$ cat src/rtl/mem_access_ctrl_pkg.sv
// Shared definitions for the MEM-stage data-memory access controller:
// funct3 access-size codes, controller state encoding and the size-mask helper.
package mem_access_ctrl_pkg;

  localparam logic [2:0] F3_B  = 3'b000;
  localparam logic [2:0] F3_H  = 3'b001;
  localparam logic [2:0] F3_W  = 3'b010;
  localparam logic [2:0] F3_BU = 3'b100;
  localparam logic [2:0] F3_HU = 3'b101;

  typedef enum logic [2:0] {
    IDLE  = 3'd0,
    REQ0  = 3'd1,
    WAIT0 = 3'd2,
    REQ1  = 3'd3,
    WAIT1 = 3'd4,
    DONE  = 3'd5,
    ERR   = 3'd6
  } state_e;

  // Reserved funct3 encodings fall through to a full-word mask.
  function automatic logic [3:0] size_mask(input logic [2:0] f3);
    case (f3)
      F3_B, F3_BU: return 4'b0001;
      F3_H, F3_HU: return 4'b0011;
      default:     return 4'b1111;
    endcase
  endfunction

endpackage

$ cat src/rtl/mem_access_ctrl_load_merge_extend.sv
// Combines up to two aligned read beats into one load result and applies
// funct3 sign/zero extension; shared with the cache refill path.
module load_merge_extend
  import mem_access_ctrl_pkg::*;
(
  input  logic [31:0] Beat0Data,
  input  logic [31:0] Beat1Data,
  input  logic [1:0]  Offset,
  input  logic [2:0]  Funct3,
  output logic [31:0] Result
);

  logic [31:0] w_lo;

  always_comb begin
    w_lo = 32'({Beat1Data, Beat0Data} >> {Offset, 3'b000});
    case (Funct3)
      F3_B:    Result = {{24{w_lo[7]}}, w_lo[7:0]};
      F3_H:    Result = {{16{w_lo[15]}}, w_lo[15:0]};
      F3_BU:   Result = {24'd0, w_lo[7:0]};
      F3_HU:   Result = {16'd0, w_lo[15:0]};
      default: Result = w_lo;
    endcase
  end

endmodule

$ cat src/rtl/mem_access_ctrl.sv
// Sequences MEM-stage loads/stores onto a valid/ready data bus, splitting
// misaligned accesses into two aligned word beats and stalling until done.
module mem_access_ctrl
  import mem_access_ctrl_pkg::*;
#(
  parameter int unsigned SPLIT_EN = 1,
  parameter int unsigned ADDR_W   = 32
) (
  input  logic              CLK,
  input  logic              RESETn,
  input  logic              ReqValid,
  input  logic              ReqWrite,
  input  logic [2:0]        ReqFunct3,
  input  logic [ADDR_W-1:0] ReqAddr,
  input  logic [31:0]       ReqWData,
  output logic              StallM,
  output logic              RespValid,
  output logic [31:0]       RespData,
  output logic              MisalignErr,
  output logic              MemReqValid,
  input  logic              MemReqReady,
  output logic [ADDR_W-1:0] MemAddr,
  output logic              MemWrite,
  output logic [3:0]        MemByteEn,
  output logic [31:0]       MemWData,
  input  logic              MemRespValid,
  input  logic [31:0]       MemRData
);

  state_e              r_state;
  logic                r_write;
  logic [2:0]          r_funct3;
  logic [1:0]          r_off;
  logic                r_split;
  logic [3:0]          r_be_hi;
  logic [31:0]         r_wdata_hi;
  logic [31:0]         r_beat0;
  logic                r_resp_valid;
  logic [31:0]         r_resp_data;
  logic                r_misalign;
  logic                r_mem_req_valid;
  logic [ADDR_W-1:0]   r_mem_addr;
  logic                r_mem_write;
  logic [3:0]          r_mem_be;
  logic [31:0]         r_mem_wdata;

  logic [7:0]          w_mask8;
  logic [63:0]         w_wdata64;
  logic                w_split;
  logic [31:0]         w_beat0;
  logic [31:0]         w_beat1;
  logic [31:0]         w_merged;

  always_comb begin
    w_mask8   = {4'b0000, size_mask(ReqFunct3)} << ReqAddr[1:0];
    w_split   = |w_mask8[7:4];
    w_wdata64 = {32'd0, ReqWData} << {ReqAddr[1:0], 3'b000};
    // The live bus word is merged in the same cycle it is captured so the
    // result can be registered on the transition into DONE.
    w_beat0   = (r_state == WAIT0) ? MemRData : r_beat0;
    w_beat1   = (r_state == WAIT1) ? MemRData : '0;
  end

  load_merge_extend u_merge (
    .Beat0Data (w_beat0),
    .Beat1Data (w_beat1),
    .Offset    (r_off),
    .Funct3    (r_funct3),
    .Result    (w_merged)
  );

  always_ff @(posedge CLK or negedge RESETn) begin
    if (!RESETn) begin
      r_state         <= IDLE;
      r_write         <= 1'b0;
      r_funct3        <= '0;
      r_off           <= '0;
      r_split         <= 1'b0;
      r_be_hi         <= '0;
      r_wdata_hi      <= '0;
      r_beat0         <= '0;
      r_resp_valid    <= 1'b0;
      r_resp_data     <= '0;
      r_misalign      <= 1'b0;
      r_mem_req_valid <= 1'b0;
      r_mem_addr      <= '0;
      r_mem_write     <= 1'b0;
      r_mem_be        <= '0;
      r_mem_wdata     <= '0;
    end else begin
      r_resp_valid <= 1'b0;
      r_misalign   <= 1'b0;
      case (r_state)
        IDLE: begin
          if (ReqValid) begin
            r_write    <= ReqWrite;
            r_funct3   <= ReqFunct3;
            r_off      <= ReqAddr[1:0];
            r_split    <= w_split;
            r_be_hi    <= ReqWrite ? w_mask8[7:4] : 4'b1111;
            r_wdata_hi <= ReqWrite ? w_wdata64[63:32] : '0;
            r_beat0    <= '0;
            if (SPLIT_EN == 0 && w_split) begin
              r_misalign <= 1'b1;
              r_state    <= ERR;
            end else begin
              r_mem_req_valid <= 1'b1;
              r_mem_addr      <= {ReqAddr[ADDR_W-1:2], 2'b00};
              r_mem_write     <= ReqWrite;
              r_mem_be        <= ReqWrite ? w_mask8[3:0] : 4'b1111;
              r_mem_wdata     <= ReqWrite ? w_wdata64[31:0] : '0;
              r_state         <= REQ0;
            end
          end
        end
        REQ0, REQ1: begin
          if (MemReqReady) begin
            r_mem_req_valid <= 1'b0;
            r_state         <= (r_state == REQ0) ? WAIT0 : WAIT1;
          end
        end
        WAIT0, WAIT1: begin
          if (MemRespValid) begin
            r_beat0 <= w_beat0;
            if (r_state == WAIT0 && r_split) begin
              r_mem_req_valid <= 1'b1;
              r_mem_addr      <= r_mem_addr + ADDR_W'(4);
              r_mem_be        <= r_be_hi;
              r_mem_wdata     <= r_wdata_hi;
              r_state         <= REQ1;
            end else begin
              r_resp_valid <= 1'b1;
              r_resp_data  <= r_write ? '0 : w_merged;
              r_state      <= DONE;
            end
          end
        end
        DONE: begin
          r_resp_data <= '0;
          r_state     <= IDLE;
        end
        default: r_state <= IDLE;
      endcase
    end
  end

  assign StallM      = RESETn & (((r_state == IDLE) & ReqValid) |
                                 (r_state == REQ0) | (r_state == WAIT0) |
                                 (r_state == REQ1) | (r_state == WAIT1));
  assign RespValid   = r_resp_valid;
  assign RespData    = r_resp_data;
  assign MisalignErr = r_misalign;
  assign MemReqValid = r_mem_req_valid;
  assign MemAddr     = r_mem_addr;
  assign MemWrite    = r_mem_write;
  assign MemByteEn   = r_mem_be;
  assign MemWData    = r_mem_wdata;

endmodule

$ cat config.mk
export PLATFORM = sky130hd
export DESIGN_NAME = mem_access_ctrl
export DESIGN_NICKNAME = d
export VERILOG_FILES = /design/src/rtl/mem_access_ctrl_pkg.sv /design/src/rtl/mem_access_ctrl_load_merge_extend.sv /design/src/rtl/mem_access_ctrl.sv
export SDC_FILE = /design/constraint.sdc
export NUM_CORES = 1
export LEC_CHECK = 0
export CAP_MARGIN = 10
export CORE_AREA = 2 2 149 151
export DETAILED_ROUTE_END_ITERATION = 10
export DIE_AREA = 0 0 151 153
export GPL_ROUTABILITY_DRIVEN = 0
export GPL_TIMING_DRIVEN = 1
export PLACE_DENSITY = 0.77
export REMOVE_ABC_BUFFERS = 1
export SETUP_SLACK_MARGIN = 0.1
export SYNTH_ARGS = -nofsm -noshare
export SYNTH_HDL_FRONTEND = slang
export SYNTH_HIERARCHICAL = 1
export SYNTH_SLANG_ARGS = --single-unit
$ cat constraint.sdc
create_clock -name CLK -period 2.8 [get_ports CLK]
set_clock_uncertainty 0.05 [all_clocks]
set_input_delay 0.56 -clock CLK [delete_from_list [all_inputs] [get_ports CLK]]
set_output_delay 0.56 -clock CLK [all_outputs]
set_load 0.005 [all_outputs]
**Word-level counts from Yosys, hierarchy flattened**

Index checks and enable logic that the tools add are counted.

- Output and inout port bits: 105
- Register bits: 180

- Add/subtract/negate cells: 1
- Equal/unequal tests: 16
- Reductions and logical operators: 18
- Shifts and indexed selects: 3
- Mux-type cells: 41
- Bitwise operators: 6

Operator list:

| cell | number |
|---|---|
| 32-bit 2-to-1 mux | 15 |
| 32-bit case mux with 2 select lines | 4 |
| 32-bit case mux with 4 select lines | 1 |
| 32-bit by 5-bit << shifter with 64-bit output | 1 |
| 64-bit by 5-bit right shift with 32-bit output | 1 |
| 32-bit by 3-bit adder with 32-bit output, second input constant | 1 |
| 4-bit 2-to-1 mux | 5 |
| 3-bit == test, second input constant | 6 |
| 4-bit case mux with 2 select lines | 2 |
| 3-bit 2-to-1 mux | 5 |
| 2-bit inequality test, second input constant | 5 |
| 3-bit by 1-bit == test with 1-bit output, second input constant | 3 |
| 3-bit zero test | 3 |
| 3-bit case mux with 3 select lines | 1 |
| 3-bit AND reduction | 3 |
| 2-bit OR reduction | 4 |
| 4-bit by 2-bit << shifter with 8-bit output | 1 |
| 1-bit 2-to-1 mux | 7 |
| 3-bit by 2-bit == test with 1-bit output, second input constant | 2 |
| 5-bit AND reduction | 1 |
| 1-bit bitwise OR | 4 |
| 4-bit AND reduction | 1 |
| 2-bit nonzero test | 2 |
| 4-bit OR reduction | 1 |
| 5 further kinds | 6 |

**Depth between registers and ports, before layout**

- Depth after elaboration: 8
- Gate-level depth with buffers: 10

**Modules after synthesis**

The synthesis kept the hierarchy.

By module, submodules not included:

| module | area an instance (sq um) | instances | cells an instance |
|---|---|---|---|
| mem_access_ctrl | 8859.7 | 1 | 1021 |
| load_merge_extend | 1119.8 | 1 | 101 |

**Least setup slack after synthesis**

Ideal clock, no wire load.

- Kind: register -> register
- From: register r_state[1]
- To: register r_resp_data[17], in the netlist RespData[17]
- Cell stages (with the launch flop): 11
- Clock period less this slack: 2.659 ns
- Path slack: 0.141 ns
- Path buffers: 3
- Arrival time: 2.492 ns
- Cells stage by stage: dfrtp_1 -> buf_2 -> nor3b_2 -> buf_2 -> mux2_2 -> mux4_2 -> mux2i_4 -> buf_6 -> o21ai_1 -> nand3_1 -> nand2_1

- Word-level cells in the longest chain between the ends: 8
- Elaborated cells between the ends (all ways): 17

Ends and longest elaborated chain:

| what | line | RTL |
|---|---|---|
| start: declaration | mem_access_ctrl.sv:30 | `state_e r_state;` |
| start signal: assignment | mem_access_ctrl.sv:119 | `r_state <= (r_state == REQ0) ? WAIT0 : WAIT1;` |
| 3-bit by 2-bit == test with 1-bit output | mem_access_ctrl.sv:60 | `w_beat0 = (r_state == WAIT0) ? MemRData : r_beat0;` |
| 32-bit 2-to-1 mux | mem_access_ctrl.sv:60 |  |
| named net w_beat0[15] | mem_access_ctrl.sv:50 | `logic [31:0] w_beat0;` |
| 64-bit by 5-bit right shift with 32-bit output | mem_access_ctrl_load_merge_extend.sv:16 | `w_lo = 32'({Beat1Data, Beat0Data} >> {Offset, 3'b000});` |
| 32-bit case mux with 4 select lines | mem_access_ctrl_load_merge_extend.sv:17 | `case (Funct3)` |
| named net w_merged[17] | mem_access_ctrl.sv:52 | `logic [31:0] w_merged;` |
| 32-bit 2-to-1 mux | mem_access_ctrl.sv:133 | `r_resp_data <= r_write ? '0 : w_merged;` |
| 32-bit 2-to-1 mux | mem_access_ctrl.sv:125 | `if (r_state == WAIT0 && r_split) begin` |
| 32-bit 2-to-1 mux | mem_access_ctrl.sv:123 | `if (MemRespValid) begin` |
| 32-bit case mux with 2 select lines | mem_access_ctrl.sv:93 | `case (r_state)` |
| end signal: assignment | mem_access_ctrl.sv:133 |  |
| end: declaration | mem_access_ctrl.sv:39 | `logic [31:0] r_resp_data;` |

The timed path passes the listed nets, and every way through them passes these cells. The select of a mux whose other input is x is not followed.
A chain may end at the register's enable or synchronous reset.

**Worst setup path in the final report**

- From: register r_state[0]
- To: output StallM

- Word-level cells in the longest chain between the ends: 7
- Elaborated cells between the ends (all ways): 11

Ends and longest elaborated chain:

| what | line | RTL |
|---|---|---|
| 3-bit zero test | mem_access_ctrl.sv:147 | `assign StallM = RESETn & (((r_state == IDLE) & ReqValid) \|` |
| 1-bit bitwise AND | mem_access_ctrl.sv:147 |  |
| 1-bit bitwise OR | mem_access_ctrl.sv:147 |  |
| 1-bit bitwise OR (2 in a row) | mem_access_ctrl.sv:148 | `(r_state == REQ0) \| (r_state == WAIT0) \|` |
| 1-bit bitwise OR (*) | mem_access_ctrl.sv:149 | `(r_state == REQ1) \| (r_state == WAIT1));` |
| 1-bit bitwise AND (*) | mem_access_ctrl.sv:147 |  |
| end: declaration | mem_access_ctrl.sv:16 | `output logic StallM,` |

Every way passes the cells marked *; elsewhere a longest branch is shown, timed or not.

==> summary.txt <==
GRT
  • Initial antenna violation count: 1
  • Number of global-route vias before repair: just over 9000
  • Largest net degree at the start of global routing: 133
  • Total GRT Usage: 26.1%
  • Gr ovfl total: 0
  • Global-route wire length before repair: 47.9 mm

Pwr
  • Pint: about 8 mW
  • Switch Pwr: around 5.5 mW
  • Peak supply drop: between 0.6 and 0.7 mV
  • Leakage power: between 5 and 6 nW
  • Switching share of total power: roughly two fifths
  • Seq pwr share: between 30 and 40%
  • Pwr Density: between 1000 and 1500 nW/um2
  • Logic pwr share: between 40% and 50%
  • Clk pwr share: between 10% and 20%

Clock tree
  • Inserted Clock Buffers: 17
  • CTS Hold Bufs: 0
  • H-tree depth: 4
  • Clk Latency, worst-skew pair: 440 ps
  • Clk root buf: clkbuf_16
  • CTS max path bufs: 2
  • Total clock sinks: 170
  • CTS tree: yes
  • Clock-pin slew on the worst setup and hold paths: 80 ps

STA
  • Rel. slew slack: between 40% and 50%
  • Max Slew Vio Count: 0
  • Fmax: around 0.38 GHz
  • Final Hold Fails: 0
  • Endpoints failing setup: 0
  • RSZ-0062 raised after global routing: yes
  • Post-layout min period: between 2000 and 3000 ps
  • Fin Hold WS: approximately 190 ps
  • Tcrit/Tclk final: between 90 and 100%
  • Worst-Margin Slew: 892 ps
  • Setup TNS: 0 ps

Drt
  • Vias: 9391
  • Drt drc: 0
  • Routed vias/inst: roughly 6.0
  • Avg WL per Cell: 18.6 um
  • Routed wire length: ~29 mm
  • DRT antenna net count: 0
  • DRT Pass-1 Iters: 5
  • Initial drt markers: 704

Synthesis
  • Mapped Cells: approximately 1100
  • Synthesized cell area: 9930 um2
  • Yosys warns: 6
  • Syn Area/Cell: roughly 9 um2

Run status
  • Status: completed

Layout
  • Non-filler cells, final: between 1500 and 2000
  • Antenna diode count: 0
  • Fin area: 13000 um2
  • Final nets: approximately 1400
  • Share of post-route cells with drive strength above 1: 12.5%
  • Area growth, synth to finish: 30.7%
  • Fill count: 1828

Floorplanning
  • Die Y-Extent: between 150 and 200 um
  • Core ar.: ~21000 um2
  • Starting Density: roughly 46%
  • # IOs: 210
  • Width of the die: around 150 um
  • Row count: 54
  • Die Area: around 23000 um2

Job
  • Max-Cap Viols: 0

Worst setup path
  • Critical path type: flop to output pin
  • Reg2reg path depth: 8
  • CP Data Required Time: ~2200 ps
  • CP Capture Type: output pin
  • R2R setup slack: between 200 and 300 ps
  • Peak fanout along the critical path: 15
  • Worst setup path startpoint: r_state[0]
  • Reg2reg start: r_state[0]
  • Data arrival, critical path: 2000 ps
  • Startpoint types: flop

Placed design
  • # port buffers: around 200
  • Cells after DPL: between 1500 and 2000
  • Final HPWL DP: just under 20 mm
  • Placed Area: around 12000 um2

Hold path
  • Worst min path class: input port to asynchronous set/reset pin
==> worst max-delay path: stages (launching register included) <==
cell and delay, ps:
dfrtp_1 410, buf_4 210, nor2_4 140, o21ai_0 90
o21ai_0 70, and2_1 140, clkdlybuf4s50_1 500
==> path summary, 6_finish.rpt <==
check / end
max reg2reg: RespData[16]
max: StallM
min: MemAddr[27]
max in group asynchronous: r_off[0]
min reg2reg: RespData[1]
min in group CLK: RespData[1]
==> repair_timing <==
item	4_1_cts	5_1_grt
pin swaps	0	1
endpoints found under the setup margin	1	3
setup buffers	0	2
resized for setup	1	2
endpoints found under the hold margin	0	0
==> layer usage <==
layer	vias to the layer above	part of all wire, %	global-route usage (%)
met1	4566	41	35.4
met3	53	9.3	6.84
met5	-	0	0
li1	4323	-	-
met4	0	2.4	9.30
met2	449	47	40.4
==> flip-flops by register name, summed over array words and instances (netlist names) <==
signal,cells
r_state,3
MemByteEn,4
MemReqValid,1
MemWData,32
MemAddr,30
RespData,32
r_be_hi,4
r_off,2
RespValid,1
r_funct3,3
r_wdata_hi,24
r_beat0,32
r_split,1
MemWrite,1
==> cells in the final DEF, fill, tap and decap left out, drive strengths merged, types with 3 or more instances in the layout <==
cell type      count
a31oi             17
dfrtp            170
buf               40
o22a               3
a211oi             4
a22o               8
and2               3
and3              33
clkbuf            17
clkdlybuf4s50    204
mux4              34
nor3              18
nand2            257
o21ai            122
inv               16
nand3             67
a21oi             54
or4                3
clkinv             7
a2bb2oi            9
nand2b             6
o22ai             15
and4               3
nor2              55
mux2              40
nand4              9
nor2b              5
a221oi             8
conb               3
mux2i             34
==> per-stage QoR <==
stage,util [%],power [mW],setup slack [ps]
finish,60.4,13.3,188
global route,60.4,14.3,63.5
CTS,60.3,13.3,132
detailed placement,57.4,10.8,221
global placement,57.4,10.6,288
floorplan,-,7.60,-3370
==> cell type report <==
| cell class | count | area [um2] | area share (%) |
|---|---|---|---|
| multi-input combinational | 839 | 5250 | 40.5 |
| tap | 280 | 350 | 2.70 |
| clock inverter | 15 | 194 | 1.49 |
| inverter | 8 | 30.0 | 0.231 |
| sequential | 170 | 4260 | 32.8 |
| timing repair buffer | 244 | 2470 | 19.0 |
| clock buffer | 17 | 425 | 3.28 |
==> power groups by stage <==
stage / registers (mW) / clock network, mW / logic, mW
after detailed placement: 4.31 / 0 / 6.52
after floorplan: 4.29 / 0 / 3.30
after global placement: 4.27 / 0 / 6.37
after global routing: 4.42 / 2.59 / 7.26
after CTS: 4.28 / 2.49 / 6.57
final: 4.29 / 2.44 / 6.60
Power figures use the tool's default switching activity.
